`config.mk`:
```
export PLATFORM = sky130hd
export DESIGN_NAME = serial_adder
export DESIGN_NICKNAME = d
export VERILOG_FILES = /design/src/rtl/serial_adder.sv
export SDC_FILE = /design/constraint.sdc
export NUM_CORES = 1
export LEC_CHECK = 0
export ABC_AREA = 0
export BUFFER_PORTS_ARGS = -buffer_cell sky130_fd_sc_hd__clkbuf_2
export CAP_MARGIN = 20
export CORE_MARGIN = 2
export CORE_UTILIZATION = 45
export DETAILED_ROUTE_END_ITERATION = 7
export PLACE_DENSITY = 0.66
export SLEW_MARGIN = 40
export SYNTH_ARGS = -nofsm -noshare
export SYNTH_HDL_FRONTEND = slang
export SYNTH_SLANG_ARGS = --single-unit
```
`constraint.sdc`:
```
create_clock -name clk_i -period 1.87 [get_ports clk_i]
set_clock_uncertainty 0.1 [all_clocks]
set_input_delay 0.374 -clock clk_i [delete_from_list [all_inputs] [get_ports clk_i]]
set_output_delay 0.374 -clock clk_i [all_outputs]
set_load 0.005 [all_outputs]
```
`src/rtl/serial_adder.sv`:
```
// serial_adder: bit-serial WIDTH-bit adder that reuses one full-adder slice,
// built from two HA half-adders and an OR gate, for every operand bit. One
// bit per clock, LSB first, with a carry flop between bits.
//
// Ports:
//   clk_i    - sole clock, rising edge
//   rst_ni   - asynchronous, active-low reset
//   start_i  - request, sampled only in IDLE or DONE
//   a_i, b_i - WIDTH-bit operands, captured on the accepting edge
//   cin_i    - carry-in, captured on the accepting edge
//   busy_o   - high while bits are being processed
//   done_o   - one-cycle pulse, result valid
//   sum_o    - registered result, held until the next completion
//   cout_o   - registered carry-out, held with sum_o

// HA: half adder, s = a ^ b, c = a & b.
module HA (
  input  logic a_i,
  input  logic b_i,
  output logic s_o,
  output logic c_o
);
  assign s_o = a_i ^ b_i;
  assign c_o = a_i & b_i;
endmodule

module serial_adder #(
  parameter int WIDTH = 8
) (
  input  logic             clk_i,
  input  logic             rst_ni,
  input  logic             start_i,
  input  logic [WIDTH-1:0] a_i,
  input  logic [WIDTH-1:0] b_i,
  input  logic             cin_i,
  output logic             busy_o,
  output logic             done_o,
  output logic [WIDTH-1:0] sum_o,
  output logic             cout_o
);

  localparam int CntW = (WIDTH > 1) ? $clog2(WIDTH) : 1;
  localparam logic [CntW-1:0] LastCnt = CntW'(WIDTH - 1);

  typedef enum logic [1:0] {
    StIdle,
    StRun,
    StDone
  } state_e;

  state_e state_q, state_d;

  logic [WIDTH-1:0] aSr_q, aSr_d;
  logic [WIDTH-1:0] bSr_q, bSr_d;
  logic [WIDTH-1:0] rSr_q, rSr_d;
  logic [WIDTH-1:0] sum_q, sum_d;
  logic             carry_q, carry_d;
  logic             cout_q, cout_d;
  logic [CntW-1:0]  cnt_q, cnt_d;

  logic             sliceP, sliceG, sliceS, sliceH, sliceC;
  logic [WIDTH-1:0] rShifted;

  // Full-adder slice: HA(a,b) gives propagate/generate, HA(p,carry) gives
  // the sum bit; either half-adder carry produces the slice carry.
  HA uHaLo (
    .a_i (aSr_q[0]),
    .b_i (bSr_q[0]),
    .s_o (sliceP),
    .c_o (sliceG)
  );

  HA uHaHi (
    .a_i (sliceP),
    .b_i (carry_q),
    .s_o (sliceS),
    .c_o (sliceH)
  );

  assign sliceC = sliceG | sliceH;

  // The new sum bit enters at the MSB so that after WIDTH shifts bit 0
  // has arrived at the LSB. A one-bit result register is just the bit.
  generate
    if (WIDTH == 1) begin : gNarrow
      assign rShifted = sliceS;
    end else begin : gWide
      assign rShifted = {sliceS, rSr_q[WIDTH-1:1]};
    end
  endgenerate

  // State and datapath registers; reset also clears the held result.
  always_ff @(posedge clk_i or negedge rst_ni) begin
    if (!rst_ni) begin
      state_q <= StIdle;
      aSr_q   <= '0;
      bSr_q   <= '0;
      rSr_q   <= '0;
      sum_q   <= '0;
      carry_q <= 1'b0;
      cout_q  <= 1'b0;
      cnt_q   <= '0;
    end else begin
      state_q <= state_d;
      aSr_q   <= aSr_d;
      bSr_q   <= bSr_d;
      rSr_q   <= rSr_d;
      sum_q   <= sum_d;
      carry_q <= carry_d;
      cout_q  <= cout_d;
      cnt_q   <= cnt_d;
    end
  end

  // Next-state and datapath update. DONE accepts a new request exactly
  // like IDLE, which is what allows back-to-back operations.
  always_comb begin
    state_d = state_q;
    aSr_d   = aSr_q;
    bSr_d   = bSr_q;
    rSr_d   = rSr_q;
    sum_d   = sum_q;
    carry_d = carry_q;
    cout_d  = cout_q;
    cnt_d   = cnt_q;
    case (state_q)
      StIdle, StDone: begin
        if (start_i) begin
          aSr_d   = a_i;
          bSr_d   = b_i;
          carry_d = cin_i;
          cnt_d   = '0;
          state_d = StRun;
        end else begin
          state_d = StIdle;
        end
      end
      StRun: begin
        aSr_d   = aSr_q >> 1;
        bSr_d   = bSr_q >> 1;
        rSr_d   = rShifted;
        carry_d = sliceC;
        cnt_d   = cnt_q + CntW'(1);
        if (cnt_q == LastCnt) begin
          sum_d   = rShifted;
          cout_d  = sliceC;
          state_d = StDone;
        end
      end
      default: begin
        state_d = StIdle;
      end
    endcase
  end

  // Outputs decode straight from registers, so no input reaches them
  // combinationally.
  always_comb begin
    busy_o = 1'b0;
    done_o = 1'b0;
    busy_o = (state_q == StRun);
    done_o = (state_q == StDone);
    sum_o  = sum_q;
    cout_o = cout_q;
  end

endmodule
```
---- Word-level counts from Yosys, hierarchy flattened ----
Cells that the tools add are included.
storage, ports and cells
  logic and storage cells ................. 35
  input bits .............................. 20
  output and inout port bits .............. 11
  register bits after elaboration ......... 39
cells by class
  $add $sub $neg .......................... 1
  reduce and logical (&&, ||, !) cells .... 5
  bitwise gates (word level) .............. 5
  equal/unequal tests ..................... 5
  muxes and demuxes ....................... 11
operators with widths
  cell                                                                    number
  8-bit case mux with 2 select lines                                      2
  8-bit 2-to-1 mux                                                        2
  3-bit case mux with 2 select lines                                      1
  2-bit case mux with 2 select lines                                      1
  2-bit AND reduction                                                     2
  3-bit by 1-bit adder with 3-bit output (second input constant)          1
  3-bit equality test (second input constant)                             1
  3-bit 2-to-1 mux                                                        1
  1-bit bitwise AND                                                       2
  2-bit by 1-bit equality test with 1-bit output (second input constant)  1
  2-bit equality test (second input constant)                             1
  2-bit logical NOT                                                       1
  1-bit 2-to-1 mux                                                        2
  2-bit 2-to-1 mux                                                        1
  2-bit by 1-bit != test with 1-bit output (second input constant)        1
  2-bit != test (second input constant)                                   1
  1-bit case mux with 2 select lines                                      1
  2-bit nonzero test                                                      1
  2-bit OR reduction                                                      1
  1-bit bitwise XOR                                                       2
  1-bit bitwise OR                                                        1

---- Longest topological paths before layout ----
Gate-level depths: netlist of the first run.
  depth in word-level cells ............... 4
  mapped depth ............................ 7
  mapped depth without buffers ............ 4

---- Modules after synthesis ----
From an unflattened synthesis of the first run, not the netlist that was laid out.
second synthesis, totals
  cells, all modules ...................... 157
  area, all modules ....................... 1,624.1 sq um
modules (own cells, without submodules)
  module        sequential area each (sq um)  cells an instance  times used  area each (sq um)
  serial_adder  950.9                         155                1           1,599.0
  HA            0.0                           1                  2           12.5

---- Least setup slack after synthesis of the first run ----
OpenSTA, ideal clock, no wires.
  path type ............................... register to register
  start ................................... register cnt_q[0]
  end ..................................... register cout_q, in the netlist cout_o
  path slack .............................. 399 ps
  data required time ...................... 1,645 ps
  arrival ................................. 1,246 ps
  library setup time ...................... 125 ps
  cell stages (with the launch flop) ...... 5
  period minus slack after synthesis ...... 1,471 ps
  buffers on the path ..................... 0
  path through ............................ dfrtp_1 > ha_1 > ha_1 > nand2_8 > mux2_4
between the ends
  longest elaborated chain between the ends .. 2
RTL lines
  what                                  line  RTL
  start: declaration                    59    logic [CntW-1:0] cnt_q, cnt_d;
  start signal: assignment              111   cnt_q <= cnt_d;
  3-bit equality test                   144   if (cnt_q == LastCnt) begin
  2-bit AND reduction (no source line)  -
  end signal: assignment                110   cout_q <= cout_d;
  end: declaration                      58    logic cout_q, cout_d;
Every way passes these cells.
A chain may end at the register's enable or synchronous reset.

---- Worst setup path in the final report of the first run ----
  start ................................... register state_q[1]
  end ..................................... output busy_o
between the ends
  longest elaborated chain between the ends .. 1
RTL lines
  what                                            line  RTL
  start: declaration                              51    state_e state_q, state_d;
  start signal: assignment                        95    state_q <= StIdle;
  start signal: assignment                        104   state_q <= state_d;
  2-bit by 1-bit equality test with 1-bit output  161   busy_o = (state_q == StRun);
  end: declaration                                36    output logic busy_o,
Every way passes these cells.

==> results of run 1 <==
==> placed cells by master (no fill, tap or decap) <==
cell      instances
nand3_1           1
fa_1              1
clkbuf_2         30
mux2_4            9
inv_8             1
dfrtp_1          38
nand2_8           1
a211oi_1          8
mux2i_1           9
xnor2_1           1
o22ai_1           7
nor3_1            7
nor2_1            9
nand2_1          21
clkbuf_8          6
nor2b_1          10
nand2b_1          1
buf_4             6
a22o_1            4
inv_1             1
mux2_2            2
ha_1              2
a21oi_1           8
o21ai_0           2
nand2b_4          1
==> logic make-up after synthesis <==
group / synth area share
buffers and inverters: 0.0471
AND/OR/NAND/NOR: 0.143
adder cells (fa/ha/maj): 0.0253
flip-flops: 0.534
AO/OA/AOI/OAI: 0.106
XOR/XNOR: 0.00492
multiplexers: 0.139
==> final timing paths <==
path	end	depth (start not counted)	from	slack (ns)
worst max-delay path	busy_o	3	state_q[1]	0.16
worst min-delay path	sum_o[6]	2	rst_ni	0.04
worst min register to register	rSr_q[1]	2	rSr_q[1]	0.38
worst max register to register	sum_o[7]	4	cnt_q[0]	0.32
min in group clk_i	aSr_q[7]	2	a_i[7]	0.22
max in group asynchronous	rSr_q[3]	2	rst_ni	1.30
==> where the power goes <==
group	leakage (nW)	internal, mW	switching (mW)
clock	0.0431	0.284	0.246
sequential	0.461	1.21	0.266
combinational	0.474	0.692	0.654
==> state kept, by name, indices dropped and copies added (netlist names) <==
| register | flops |
|---|---|
| cnt_q | 3 |
| bSr_q | 8 |
| aSr_q | 8 |
| carry_q | 1 |
| state_q | 2 |
| sum_o | 8 |
| rSr_q | 7 |
| cout_o | 1 |
==> layout make-up <==
class                      instances  area, um^2
multi-input combinational        104         746
fill                             356        1690
timing repair buffer              36         195
clock buffer                       6        82.6
inverter                           2        15.0
tap                               48        60.1
sequential                        38         951
==> worst register-to-register path, cell delays in order (launching register included) <==
cell	delay, ns
dfrtp_1	0.41
ha_1	0.21
ha_1	0.26
nand2_8	0.14
mux2_4	0.31
==> layer usage <==
layer | routed length (um) | track usage | part of all wire | vias to the layer above
met3 | 123 | 0.0405 | 0.038 | 5
met5 | 0 | 0 | 0 | -
met4 | 30 | 0.0536 | 0.0092 | 0
li1 | - | - | - | 597
met1 | 1530 | 0.227 | 0.47 | 580
met2 | 1590 | 0.284 | 0.48 | 31
==> stage by stage <==
step	worst slack [ns]	area (um^2)	std cells
floorplan	0.399	1780	156
global placement	0.368	1970	228
detailed placement	0.325	1970	228
CTS	0.136	2050	234
global route	0.0763	2050	234
finish	0.158	2050	234
==> impl_metrics.py, run 1 <==
metrics = {
    "layout": {
        "fin_util": 0.547,
        "area_growth_pct": 15.1,
        "antennaDiodeCount": 0,
        "drive_above_1_share": 0.301,
        "fin_nets": 210,
    },
    "synthesis": {
        "synth.top_cell.area_share": 0.534,
        "avgSynthCellArea_um2": 11.4,
        "synth_ff_type": "dfrtp_1",
        "synth_commonest_cells": "dfrtp_1 (38), nand2_1 (21), nor2b_1 (10)",
        "synthTopCellsByArea": "dfrtp_1 (53%), mux2_4 (7.6%), mux2i_1 (5.1%)",
        "synth-seq-cells": 38,
        "syn_area_um2": 1780,
        "ys_types": 26,
        "async_flop_share": 1.00,
        "synth_nets": 179,
        "synth_edf_count": 0,
        "synth_warnings": 0,
        "yosysTopAreaCell": "dfrtp_1",
        "syn_inst": 156,
        "yosysSeqAreaShare": 0.534,
        "synth.most_common_cell": "dfrtp_1",
    },
    "sta": {
        "finalCriticalPeriod_ns": 1.71,
        "setup_violations": 0,
        "final-hold-violation-count": 0,
        "max_freq_mhz": 584,
        "worst_slew_margin_rel": 0.684,
        "tns_ns": 0,
        "fin_crit_sh": 0.916,
        "tightest_slew_ns": 0.474,
        "holdWs_ns": 0.0411,
        "drv_slew": 0,
        "rsz0062_at_grt": "no",
    },
    "worst_hold_path": {
        "hold_class": "input pin to async pin",
    },
    "grt": {
        "grt_usage": 0.173,
        "grt_pass1_wl_mm": 5.78,
        "grt_max_degree": 39,
        "grt_pass1_vias": 1244,
        "grt_overflow": 0,
        "antenna_found_initial": 0,
    },
    "setup_path": {
        "worst_ep_arrival_time_ns": 1.24,
        "start_kind": "register",
        "critPathBufInv": 2,
        "cp_max_fo": 17,
        "path_cells": "nand2b_4 -> inv_8 -> clkbuf_2",
        "cpLargestDelayFamily": "flip-flops",
        "critical_path.max_stage_delay_ns": 0.41,
        "worst-setup-path-type": "register to output pin",
        "critPathRequiredTime_ns": 1.40,
        "cp_slowest_cell": "dfrtp_1",
        "crit_path_end_kind": "output pin",
    },
    "routing": {
        "remaining_drc_errors": 0,
        "viasPerCell": 5.18,
        "antenna_left": 0,
        "vias": 1213,
        "drtIter0Drc": 41,
        "drt_wl_total_mm": 3.27,
        "first_pass_iters": 4,
        "routedWlPerCell_um": 14.0,
    },
    "placement": {
        "dp_hpwl_mm": 2.37,
        "gp_congestion": 0.714,
        "port_buffers": 30,
    },
    "floorplanning": {
        "fp.dieH_um": 66.9,
        "num_rows": 22,
        "die_area_um2": 4480,
        "die_w_um": 66.9,
        "coreArea_um2": 3740,
        "ios": 31,
        "start_util": 0.476,
    },
    "clock_network": {
        "cts_resized": 0,
        "cts_tree": "done",
        "h-tree-depth": 2,
        "postCtsSetupBuffers": 0,
        "cts_buffer_depth": 2,
        "cts_root_buf": "clkbuf_8",
        "numCtsBuffers": 5,
        "clock_latency_ns": 0.27,
        "path_clk_slew_ns": 0.07,
        "holdBufCountCts": 0,
        "cts_num_sinks": 38,
    },
    "power_and_ir_drop": {
        "post-layout-total-power_mw": 3.35,
        "peakVddDrop_uv": 608,
        "p_leak_nw": 0.979,
        "power_density_nw_per_um2": 1640,
    },
    "job": {
        "cap_viol_max_count": 0,
    },
    "outcome": {
        "outcome": "completed",
    },
}
Note: power is estimated with default switching activity, not from simulation.
==> run 2, diff against run 1 <==
Settings changed: SETUP_SLACK_MARGIN from default to 0.4.
==> run 2 against run 1 <==
  * Final area is 5.4% higher
  * Largest cell class unchanged
  * Sequential power about the same
  * Highest routed layer unchanged
  * Via count rose by 5.3%
  * Register-to-register slack gained 0.07 ns
  * Critical path depth is the same
==> impl_metrics.py, run 2 (synthesis gave the netlist of run 1 again) <==
metrics = {
    "sta": {
        "max_freq_mhz": 654,
        "drv_slew": 0,
        "tns_ns": 0,
        "worst_slack_ns": 0.341,
        "fin_crit_sh": 0.817,
        "worst_slew_margin_rel": 0.690,
        "holdWs_ns": 0.0240,
        "final-hold-violation-count": 0,
        "finalCriticalPeriod_ns": 1.53,
        "setup_violations": 0,
        "tightest_slew_ns": 0.465,
        "rsz0062_at_grt": "yes",
    },
    "routing": {
        "viasPerCell": 5.26,
        "drtIter0Drc": 109,
        "remaining_drc_errors": 0,
        "dr.max_layer_used": "met4",
        "dr_wl_met3_um": 142,
        "drt_wl_total_mm": 3.49,
        "routedWlPerCell_um": 14.3,
        "met2_length_mm": 1.71,
        "wl_met1_mm": 1.51,
        "first_pass_iters": 4,
        "antenna_left": 0,
        "vias": 1277,
    },
    "grt": {
        "grt_overflow": 0,
        "grt_usage": 0.184,
        "grt_pass1_wl_mm": 5.98,
        "grt_pass1_vias": 1303,
        "grt_max_degree": 39,
        "antenna_found_initial": 0,
    },
    "clock_network": {
        "path_clk_slew_ns": 0.06,
        "cts_num_sinks": 38,
        "cts_root_buf": "clkbuf_8",
        "h-tree-depth": 2,
        "holdBufCountCts": 0,
        "cts_tree": "done",
        "clock_latency_ns": 0.28,
        "numCtsBuffers": 5,
        "cts_buffer_depth": 2,
    },
    "placement": {
        "dp_hpwl_mm": 2.32,
        "place_area_um2": 1970,
        "port_buffers": 30,
        "gp_congestion": 0.769,
        "place_ws_ns": 0.325,
    },
    "layout": {
        "seqCellArea_um2": 952,
        "final_area_um2": 2160,
        "final_cell_mix": "dfrtp_1 (37), clkbuf_2 (28), nand2_1 (21)",
        "multi_input_area_um2": 777,
        "antennaDiodeCount": 0,
        "n_fill_cell": 345,
        "drive_above_1_share": 0.349,
        "area_growth_pct": 21.4,
        "final_common_cell": "dfrtp_1",
        "fin_nets": 218,
    },
    "power_and_ir_drop": {
        "power_density_nw_per_um2": 1650,
        "peakVddDrop_uv": 637,
        "post-layout-total-power_mw": 3.58,
        "p_leak_nw": 1.03,
    },
    "floorplanning": {
        "die_area_um2": 4480,
        "ios": 31,
        "die_w_um": 66.9,
        "start_util": 0.476,
        "fp.dieH_um": 66.9,
        "num_rows": 22,
        "coreArea_um2": 3740,
    },
    "outcome": {
        "outcome": "completed",
    },
    "job": {
        "cap_viol_max_count": 0,
    },
    "setup_path": {
        "worst_ep_arrival_time_ns": 1.05,
        "start_kind": "register",
        "critPathRequiredTime_ns": 1.40,
        "cp_max_fo": 4,
        "crit_path_end_kind": "output pin",
        "worst-setup-path-type": "register to output pin",
    },
    "worst_hold_path": {
        "hold_class": "input pin to async pin",
    },
}
-- run 2: worst max-delay path: stages, from the launching register on --
cell and delay (ns):
dfrtp_2 0.44, buf_6 0.13, nor2b_1 0.09, buf_2 0.11
-- run 2: path summary, 6_finish.rpt --
| check | from | endpoint | slack, ns | cells past startpoint |
|---|---|---|---|---|
| max | state_q[0] | done_o | 0.34 | 3 |
| min | rst_ni | sum_o[7] | 0.02 | 2 |
| max reg2reg | cnt_q[0] | cnt_q[2] | 0.39 | 4 |
| min reg2reg | rSr_q[1] | rSr_q[1] | 0.38 | 2 |
| max in group asynchronous | rst_ni | state_q[0] | 1.29 | 2 |
| min in group clk_i | a_i[7] | aSr_q[7] | 0.21 | 2 |
-- run 2: cell type report --
| cell class | instances | share of cell area |
|---|---|---|
| Sequential cell | 38 | 0.441 |
| Timing Repair Buffer | 44 | 0.130 |
| Multi-Input combinational cell | 104 | 0.360 |
| Tap cell | 48 | 0.0278 |
| Clock buffer | 7 | 0.0353 |
| Inverter | 2 | 0.00695 |
-- run 2: where the power goes --
part	leakage, nW	switching (mW)	internal [mW]
Clock	0.0383	0.253	0.256
Sequential	0.461	0.279	1.21
Combinational	0.530	0.722	0.852
Total	1.03	1.25	2.32
-- run 2: repair_timing --
item	4_1_cts	5_1_grt
setup endpoints to repair	12	21
buffers inserted	8	0
pin swaps	2	3
gates resized for setup	7	7
cloned	0	0
-- run 2: through the flow --
stage | cells | utilization
after global routing | 243 | 0.577
after floorplan | 156 | -
after CTS | 243 | 0.570
after detailed placement | 228 | 0.526
final | 243 | 0.577
after global placement | 228 | 0.526
-- run 2: layer usage --
metal / GRT usage / vias to the layer above
met5: 0 / -
met4: 0.0918 / 0
met3: 0.0541 / 13
met2: 0.295 / 32
met1: 0.223 / 617
li1: - / 615
==> run 3, diff against run 2 <==
Clock period 1.87 ns to 1.6 ns, I/O delays scaled along.
==> run 3 against run 2 <==
  * Via count is 12% higher
  * Setup slack worse by 0.23 ns
  * Register-to-register slack worse by 0.25 ns
  * Wire length is 25% higher
  * Global-route usage is 1.6 points higher
  * Sequential cell count stayed put
  * Sequential share of layout area is 7.4 points lower
  * Worst hold slack better by 0.14 ns
==> impl_metrics.py, run 3 (synthesis gave the netlist of run 1 again) <==
metrics = {
    "power_and_ir_drop": {
        "p_leak_nw": 1.22,
        "pwr-share-comb": 0.524,
        "post-layout-total-power_mw": 5.16,
        "switchingPower_mw": 1.84,
        "p_clk_frac": 0.130,
        "p_sw_frac": 0.357,
        "p_seq_frac": 0.346,
        "peakVddDrop_uv": 933,
        "power_density_nw_per_um2": 1990,
        "p_int_mw": 3.32,
    },
    "sta": {
        "holdWs_ns": 0.169,
        "worst_slew_margin_rel": 0.680,
        "rsz0062_at_grt": "yes",
        "final-hold-violation-count": 0,
        "tightest_slew_ns": 0.480,
        "fin_crit_sh": 0.930,
        "tns_ns": 0,
        "max_freq_mhz": 672,
        "worst_slack_ns": 0.112,
        "drv_slew": 0,
        "setup_violations": 0,
        "finalCriticalPeriod_ns": 1.49,
    },
    "clock_network": {
        "numCtsBuffers": 5,
        "path_clk_slew_ns": 0.07,
        "cts_num_sinks": 38,
        "clock_latency_ns": 0.29,
        "h-tree-depth": 2,
        "cts_tree": "done",
        "cts_root_buf": "clkbuf_8",
        "cts_buffer_depth": 2,
    },
    "placement": {
        "place_ws_ns": 0.129,
        "port_buffers": 30,
        "dp_hpwl_mm": 2.45,
        "dp.cells": 230,
        "place_area_um2": 2010,
        "gp_congestion": 0.769,
    },
    "layout": {
        "n_fill_cell": 275,
        "final_common_cell": "dfrtp_1",
        "antennaDiodeCount": 0,
        "stdcell_count": 270,
        "final_cell_mix": "dfrtp_1 (37), clkbuf_2 (29), buf_4 (25)",
        "fin_util": 0.694,
        "fin_nets": 244,
        "area_growth_pct": 45.9,
        "drive_above_1_share": 0.527,
        "final_area_um2": 2600,
    },
    "floorplanning": {
        "die_w_um": 66.9,
        "die_area_um2": 4480,
        "ios": 31,
        "coreArea_um2": 3740,
        "num_rows": 22,
        "start_util": 0.476,
        "fp.dieH_um": 66.9,
    },
    "setup_path": {
        "critPathRequiredTime_ns": 1.18,
        "worst_ep_arrival_time_ns": 1.07,
        "worst-setup-path-type": "register to output pin",
        "cp_max_fo": 3,
        "crit_path_end_kind": "output pin",
        "cp_slowest_cell": "dfrtp_2",
        "critical_path.max_stage_delay_ns": 0.43,
        "path_cells": "buf_6 -> nand2b_4 -> inv_8 -> clkbuf_2",
        "start_kind": "register",
    },
    "routing": {
        "viasPerCell": 5.27,
        "first_pass_iters": 4,
        "drt_wl_total_mm": 4.35,
        "drtIter0Drc": 80,
        "vias": 1424,
        "remaining_drc_errors": 0,
        "routedWlPerCell_um": 16.1,
        "antenna_left": 0,
    },
    "grt": {
        "grt_max_degree": 39,
        "grt_pass1_vias": 1386,
        "grt_pass1_wl_mm": 6.49,
        "grt_usage": 0.200,
        "grt_overflow": 0,
        "antenna_found_initial": 0,
    },
    "job": {
        "cap_viol_max_count": 0,
    },
    "worst_hold_path": {
        "hold_class": "input pin to register",
    },
    "outcome": {
        "outcome": "completed",
    },
}
run 3: cell count changes in the layout (fill, tap and decap cells not counted), moves of 6 or more:
cell | before | now
nor3_1 | 6 | 0
a211oi_1 | 8 | 2
buf_4 | 10 | 25
a211oi_2 | 0 | 6
run 3: power groups by stage:
stage,clock network (mW),logic [mW],registers [mW]
after CTS,0.687,2.13,1.74
after global routing,0.756,2.94,1.84
final,0.672,2.70,1.78
after global placement,0,1.59,1.74
after floorplan,0,1.35,1.67
after detailed placement,0,1.69,1.77
run 3: cell type report:
class                      instances  area, um^2  area share
sequential                        38         952       0.367
multi-input combinational        105         932       0.359
timing repair buffer              69         547       0.211
clock buffer                       7        86.3      0.0332
tap                               48        60.1      0.0231
inverter                           2        15.0     0.00578
clock inverter                     1        5.00     0.00193
run 3: critical path: cells and delay by family, from the launching register on:
kind | cells | cell delay, ns
and+or+nand+nor | 1 | 0.09
DFF | 1 | 0.43
buffers and inverters | 3 | 0.26
run 3: what timing repair did:
item                                    4_1_cts  5_1_grt
hold buffers                                  1        0
buffers inserted                             17       11
endpoints found under the hold margin        38        0
pin swaps                                     6       12
resized for setup                            18       30
cloned                                        1        2
endpoints found under the setup margin       40       47
run 3: path summary, 6_finish.rpt:
check                            from    endpoint  slack [ns]  cells past startpoint
max                        state_q[0]      busy_o        0.11                      4
min                            a_i[7]    aSr_q[7]        0.17                      2
min reg2reg                  rSr_q[1]    rSr_q[1]        0.39                      2
max reg2reg                state_q[0]    sum_o[7]        0.14                      6
min in group asynchronous      rst_ni    rSr_q[1]        0.51                      3
max in group asynchronous      rst_ni  state_q[0]        0.54                      3
run 3: layer usage:
layer  global-route usage  vias to the layer above  share of wire
met5                    0                        -              0
met4               0.0714                        0          0.017
met3               0.0659                        8          0.050
met2                0.336                       49           0.53
met1                0.237                      694           0.41
li1                     -                      673              -
